**src/rtl/spw_fifo_pkg.sv**
```systemverilog
// Shared constants and helpers for the SpaceWire receive N-char buffer controller.
package spw_fifo_pkg;

    localparam int unsigned FCT_CREDIT = 8;
    localparam int unsigned MAX_CREDIT = 56;
    localparam int unsigned CREDIT_W   = 6;
    localparam int unsigned PTR_W_MAX  = 16;

    // Modular distance head - tail over an aw-bit pointer space.
    function automatic logic [PTR_W_MAX-1:0] ptr_dist(
        input logic [PTR_W_MAX-1:0] head,
        input logic [PTR_W_MAX-1:0] tail,
        input int unsigned          aw
    );
        logic [PTR_W_MAX-1:0] mask;
        mask = (PTR_W_MAX'(1) << aw) - PTR_W_MAX'(1);
        return (head - tail) & mask;
    endfunction

endpackage

```
**src/rtl/spw_credit_cnt.sv**
```systemverilog
// Outstanding-credit counter, FCT request generation and credit-error flag.
module spw_credit_cnt
    import spw_fifo_pkg::*;
#(
    parameter int unsigned AWIDTH     = 6,
    parameter int unsigned FCT_CRED   = FCT_CREDIT,
    parameter int unsigned MAX_CRED   = MAX_CREDIT
) (
    input  logic                clock,
    input  logic                reset,
    input  logic                i_clr,
    input  logic                i_wr_en,
    input  logic                i_push,
    input  logic                i_fct_ack,
    input  logic [AWIDTH-1:0]   i_free,
    output logic [CREDIT_W-1:0] o_credit,
    output logic                o_fct_req,
    output logic                o_credit_err
);

    localparam int unsigned CMP_W = ((AWIDTH > CREDIT_W) ? AWIDTH : CREDIT_W) + 2;

    logic [CREDIT_W-1:0] r_credit;
    logic                r_fct_req;
    logic                r_credit_err;

    logic                w_ack;
    logic                w_set;
    logic                w_req_next;
    logic [CREDIT_W-1:0] w_credit_next;
    logic [CMP_W-1:0]    w_credit_ext;
    logic [CMP_W-1:0]    w_free_ext;

    // Request another FCT only if the credit ceiling and free space both allow it.
    always_comb begin
        w_credit_ext  = CMP_W'(r_credit);
        w_free_ext    = CMP_W'(i_free);
        w_ack         = i_fct_ack & r_fct_req;
        w_set         = ~r_fct_req
                      & (w_credit_ext <= CMP_W'(MAX_CRED - FCT_CRED))
                      & (w_free_ext >= (w_credit_ext + CMP_W'(FCT_CRED)));
        w_credit_next = r_credit
                      + (w_ack ? CREDIT_W'(FCT_CRED) : CREDIT_W'(0))
                      - CREDIT_W'(i_push);
        w_req_next    = r_fct_req;
        if (w_ack) begin
            w_req_next = 1'b0;
        end else if (w_set) begin
            w_req_next = 1'b1;
        end
    end

    // Credit, request and error registers; link clear dominates.
    always_ff @(posedge clock or negedge reset) begin
        if (!reset) begin
            r_credit     <= '0;
            r_fct_req    <= 1'b0;
            r_credit_err <= 1'b0;
        end else if (i_clr) begin
            r_credit     <= '0;
            r_fct_req    <= 1'b0;
            r_credit_err <= 1'b0;
        end else begin
            r_credit     <= w_credit_next;
            r_fct_req    <= w_req_next;
            r_credit_err <= i_wr_en & (r_credit == '0);
        end
    end

    assign o_credit     = r_credit;
    assign o_fct_req    = r_fct_req;
    assign o_credit_err = r_credit_err;

endmodule

```
**src/rtl/spw_rx_fifo_ctrl.sv**
```systemverilog
// Pointer and handshake controller for the SpaceWire receive N-char buffer.
module spw_rx_fifo_ctrl
    import spw_fifo_pkg::*;
#(
    parameter int unsigned DWIDTH     = 9,
    parameter int unsigned AWIDTH     = 6,
    parameter int unsigned FCT_CRED   = FCT_CREDIT,
    parameter int unsigned MAX_CRED   = MAX_CREDIT
) (
    input  logic                clock,
    input  logic                reset,
    input  logic                i_link_clr,
    input  logic                i_wr_en,
    input  logic [DWIDTH-1:0]   i_wr_data,
    input  logic                i_rd_en,
    output logic [DWIDTH-1:0]   o_rd_data,
    output logic                o_rd_valid,
    output logic [DWIDTH-1:0]   o_mem_data_in,
    output logic [AWIDTH-1:0]   o_mem_wr_ptr,
    output logic [AWIDTH-1:0]   o_mem_rd_ptr,
    input  logic [DWIDTH-1:0]   i_mem_data_out,
    output logic                o_fct_req,
    input  logic                i_fct_ack,
    output logic                o_credit_err,
    output logic [AWIDTH-1:0]   o_count,
    output logic [CREDIT_W-1:0] o_credit
);

    localparam int unsigned CAPACITY = (1 << AWIDTH) - 1;

    logic [AWIDTH-1:0]   r_wr_ptr;
    logic [AWIDTH-1:0]   r_wr_ptr_d;
    logic [AWIDTH-1:0]   r_rd_ptr;

    logic [AWIDTH-1:0]   w_rd_ptr_next;
    logic [AWIDTH-1:0]   w_count;
    logic [AWIDTH-1:0]   w_free;
    logic [CREDIT_W-1:0] w_credit;
    logic                w_full;
    logic                w_push;
    logic                w_pop;
    logic                w_rd_valid;

    // Occupancy, accept conditions and next read pointer.
    always_comb begin
        w_count       = AWIDTH'(ptr_dist(PTR_W_MAX'(r_wr_ptr), PTR_W_MAX'(r_rd_ptr), AWIDTH));
        w_free        = AWIDTH'(CAPACITY) - w_count;
        w_full        = (r_wr_ptr + AWIDTH'(1)) == r_rd_ptr;
        w_push        = i_wr_en & (w_credit != '0) & ~w_full;
        // Delayed write pointer hides a slot until the memory has actually written it.
        w_rd_valid    = r_wr_ptr_d != r_rd_ptr;
        w_pop         = i_rd_en & w_rd_valid;
        w_rd_ptr_next = r_rd_ptr + AWIDTH'(w_pop);
    end

    // Pointer registers; link clear dominates.
    always_ff @(posedge clock or negedge reset) begin
        if (!reset) begin
            r_wr_ptr   <= '0;
            r_wr_ptr_d <= '0;
            r_rd_ptr   <= '0;
        end else if (i_link_clr) begin
            r_wr_ptr   <= '0;
            r_wr_ptr_d <= '0;
            r_rd_ptr   <= '0;
        end else begin
            r_wr_ptr   <= r_wr_ptr + AWIDTH'(w_push);
            r_wr_ptr_d <= r_wr_ptr;
            r_rd_ptr   <= w_rd_ptr_next;
        end
    end

    spw_credit_cnt #(
        .AWIDTH   (AWIDTH),
        .FCT_CRED (FCT_CRED),
        .MAX_CRED (MAX_CRED)
    ) u_credit (
        .clock        (clock),
        .reset        (reset),
        .i_clr        (i_link_clr),
        .i_wr_en      (i_wr_en),
        .i_push       (w_push),
        .i_fct_ack    (i_fct_ack),
        .i_free       (w_free),
        .o_credit     (w_credit),
        .o_fct_req    (o_fct_req),
        .o_credit_err (o_credit_err)
    );

    // Memory-facing read address is the look-ahead pointer so the head reloads on a pop.
    assign o_rd_data     = i_mem_data_out;
    assign o_rd_valid    = w_rd_valid;
    assign o_mem_data_in = i_wr_data;
    assign o_mem_wr_ptr  = r_wr_ptr;
    assign o_mem_rd_ptr  = w_rd_ptr_next;
    assign o_count       = w_count;
    assign o_credit      = w_credit;

endmodule

```
**config.mk**
```make
export PLATFORM = sky130hd
export DESIGN_NAME = spw_rx_fifo_ctrl
export DESIGN_NICKNAME = d
export VERILOG_FILES = /design/src/rtl/spw_fifo_pkg.sv /design/src/rtl/spw_credit_cnt.sv /design/src/rtl/spw_rx_fifo_ctrl.sv
export SDC_FILE = /design/constraint.sdc
export NUM_CORES = 1
export LEC_CHECK = 0
export ABC_AREA = 0
export BUFFER_PORTS_ARGS = -buffer_cell sky130_fd_sc_hd__buf_2
export CAP_MARGIN = 20
export CORE_MARGIN = 2
export CORE_UTILIZATION = 54
export DETAILED_ROUTE_END_ITERATION = 6
export PLACE_DENSITY_LB_ADDON = 0.15
export REMOVE_ABC_BUFFERS = 1
export SYNTH_ARGS = -nofsm -noshare
export SYNTH_HDL_FRONTEND = slang
export SYNTH_SLANG_ARGS = --single-unit
```
**constraint.sdc**
```tcl
create_clock -name clock -period 5.55 [get_ports clock]
set_clock_uncertainty 0.1 [all_clocks]
set_input_delay 0.555 -clock clock [delete_from_list [all_inputs] [get_ports clock]]
set_output_delay 0.555 -clock clock [all_outputs]
set_load 0.1 [all_outputs]
```
==> impl_metrics.ini <==
[status]
status = finished clean

[die]
io_pins = 69
initial_utilization_pct = 57.1
rows = 21
dieArea_um2 = 4080
fp.dieW_um = 63.9
dieHeight_um = 63.9
core_area_um2 = 3390

[global_routing]
grt_pass1_vias = 1503
antenna_found_initial = 0
overflow = 0
grt_pass1_wl_um = 7230
track_usage_pct = 22.8
grt_max_degree = 28

[route]
dr.first_iter.drc_count = 45
wl_per_cell_um = 16.3
drt-pass1-iter-count = 6
drc_errors = 0
drtAntennaViolNets = 0
viasPerCell = 5.41
drt-total-wl_um = 4220
vias = 1397

[synthesis]
yosysUniqueCellTypes = 39
ys_async_sr_fraction_pct = 100
netlist_area_um2 = 1940
synth_top_family_by_area = adder cells
syn_inst = 198
synthTopCellsByCount = dfrtp_1 (26), ha_1 (25), inv_1 (21), buf_4 (19), nor2b_1 (17)
synth_top_area_share_pct = 33.6
yosys.area_share.simple_pct = 14.0
yosysWarnings = 0
synth-edff-count = 0
synthMuxAreaShare_pct = 0
yosysSeqAreaShare_pct = 33.6
syn_area_per_cell_um2 = 9.78
synthTopCellsByArea = dfrtp_1 (34%), ha_1 (16%), buf_4 (7.4%)
synth_compound_area_share_pct = 9.70
yosys.cell_count.top_type = dfrtp_1
ys_ff_latch = 26
synth_xor_area_share_pct = 12.2
synth_adder_area_share_pct = 18.2
synth-main-ff-cell = dfrtp_1
synth_area_leader_cell = dfrtp_1

[timing]
max_slew.worst_pin.slew_ns = 0.599
setup_ws_ns = 2.13
relSlewSlack_pct = 60.0
period_share_pct = 61.6
setup_viol = 0
rsz0062_at_grt = no
finalHoldViolCount = 0
slew_viol_final = 0
fmax_ghz = 0.293
fin_tns_setup_ns = 0
fin_crit_ns = 3.42

[critical_path]
max_stage_delay_ns = 0.50
crit_fanout = 5
critical_path_buf_inv_count = 1
crit_slowest_cell = dfrtp_1
critPathArrivalTime_ns = 2.76
critPathKind = flip-flop to output port
regToRegSetupSlack_ns = 2.52
crit_family = simple AND/OR/NAND/NOR gates
crit_required_ns = 4.89
crit_chain = xor2_1 -> nor4_1 -> nand3_1 -> and2_1 -> ha_1 -> ha_1 -> nand3_1 -> xnor2_1 -> buf_2
startpoint_type = flip-flop
critPathCaptureType = output port

[finish]
final_nets = 264
diodes = 0
fill_cells = 308
area_growth_pct = 5.95
drive_gt1_share_pct = 19.3
finish.utilization_pct = 60.5

[job]
maxCapViolations = 0

[placed_design]
post-place-ws_ns = 2.50
place_hpwl_um = 3250
place.gp.congestion = 0.791
port_buffers = 32

[clock_tree]
cts.sink_count = 26
cts_buffer_depth = 2
cts_hold_buf = 0
clock-root-buffer = clkbuf_4
cts_setup_buffers = 0
clk_pin_slew_ns = 0.15
cts_max_level = 1
cts_resized = 0
numCtsBuffers = 3
cts_tree = yes
worstSkewPairLatency_ns = 0.33

[hold_path]
hp-class = input pin to async pin
## worst reg2reg max path, delay by kind of cell (launching register included)
family	cells	cell delay, ns
XOR/XNOR	1	0.16
AO/OA/AOI/OAI	4	0.69
buffers and inverters	2	0.10
flip-flops	1	0.51
AND/OR/NAND/NOR	2	0.27
adder cells (fa/ha/maj)	4	1.06
## placed cells by master, fill, tap and decap left out, types with 2 or more instances in the layout
cell type / netlist / final
a211o_1: 3 / 3
or3_1: 2 / 2
inv_1: 21 / 21
o21ai_0: 2 / 2
nor2b_1: 17 / 17
a31oi_1: 2 / 2
a21oi_1: 4 / 4
dfrtp_1: 26 / 26
fa_1: 2 / 2
ha_1: 25 / 25
nand3_1: 6 / 6
a21o_1: 2 / 2
o21ai_1: 2 / 2
and2_1: 2 / 2
nor3_1: 3 / 3
o31ai_1: 2 / 2
buf_2: 1 / 32
nor2_1: 7 / 7
nand2_1: 4 / 4
clkbuf_4: 0 / 3
nor4_1: 2 / 2
xor2_1: 14 / 14
xnor2_1: 11 / 11
o21a_1: 3 / 3
## cells by family after synthesis
logic type	Yosys count
adder cells (fa/ha/maj)	27
flip-flops	26
AO/OA/AOI/OAI	26
AND/OR/NAND/NOR	49
buffers and inverters	44
XOR/XNOR	26
## metrics by stage
stage	std cells	area, um^2	hold WS, ns
3_3_place_gp	254	2000	0.384
5_1_grt	258	2050	0.140
3_5_place_dp	254	2000	0.438
6_report	258	2050	0.111
4_1_cts	258	2050	0.125
2_1_floorplan	176	1780	0.159
## per-layer routing
layer | part of all wire, % | track usage (%)
met1 | 49 | 32.7
met2 | 45 | 33.9
met3 | 5.7 | 6.34
met4 | 0.45 | 5.43
met5 | 0 | 2.78
## final cells by class
| class | count | area (um^2) | area share [%] |
|---|---|---|---|
| sequential | 26 | 651 | 31.7 |
| clock buffer | 3 | 22.5 | 1.10 |
| clock inverter | 1 | 30.0 | 1.46 |
| inverter | 22 | 82.6 | 4.03 |
| multi-input combinational | 128 | 1050 | 51.1 |
| timing repair buffer | 32 | 160 | 7.81 |
| tap | 46 | 57.6 | 2.81 |
## registers in the layout, indices dropped and copies added (netlist names)
name                   flops
o_mem_wr_ptr               6
r_rd_ptr                   6
u_credit.o_fct_req         1
r_wr_ptr_d                 6
u_credit.o_credit          6
u_credit.o_credit_err      1
## path summary, 6_finish.rpt
path | startpoint | end | cells past startpoint
setup / recovery | r_rd_ptr[3] | o_mem_rd_ptr[4] | 9
hold / removal | reset | u_credit.o_fct_req | 1
setup reg to reg | o_mem_wr_ptr[1] | u_credit.o_credit[5] | 13
hold reg to reg | u_credit.o_fct_req | u_credit.o_fct_req | 1
max in group asynchronous | reset | o_mem_wr_ptr[1] | 1
min in group clock | i_wr_en | u_credit.o_credit_err | 2
Power is not shown: default switching activity piles up to over one toggle a cycle in this logic, so the estimate is an artifact.
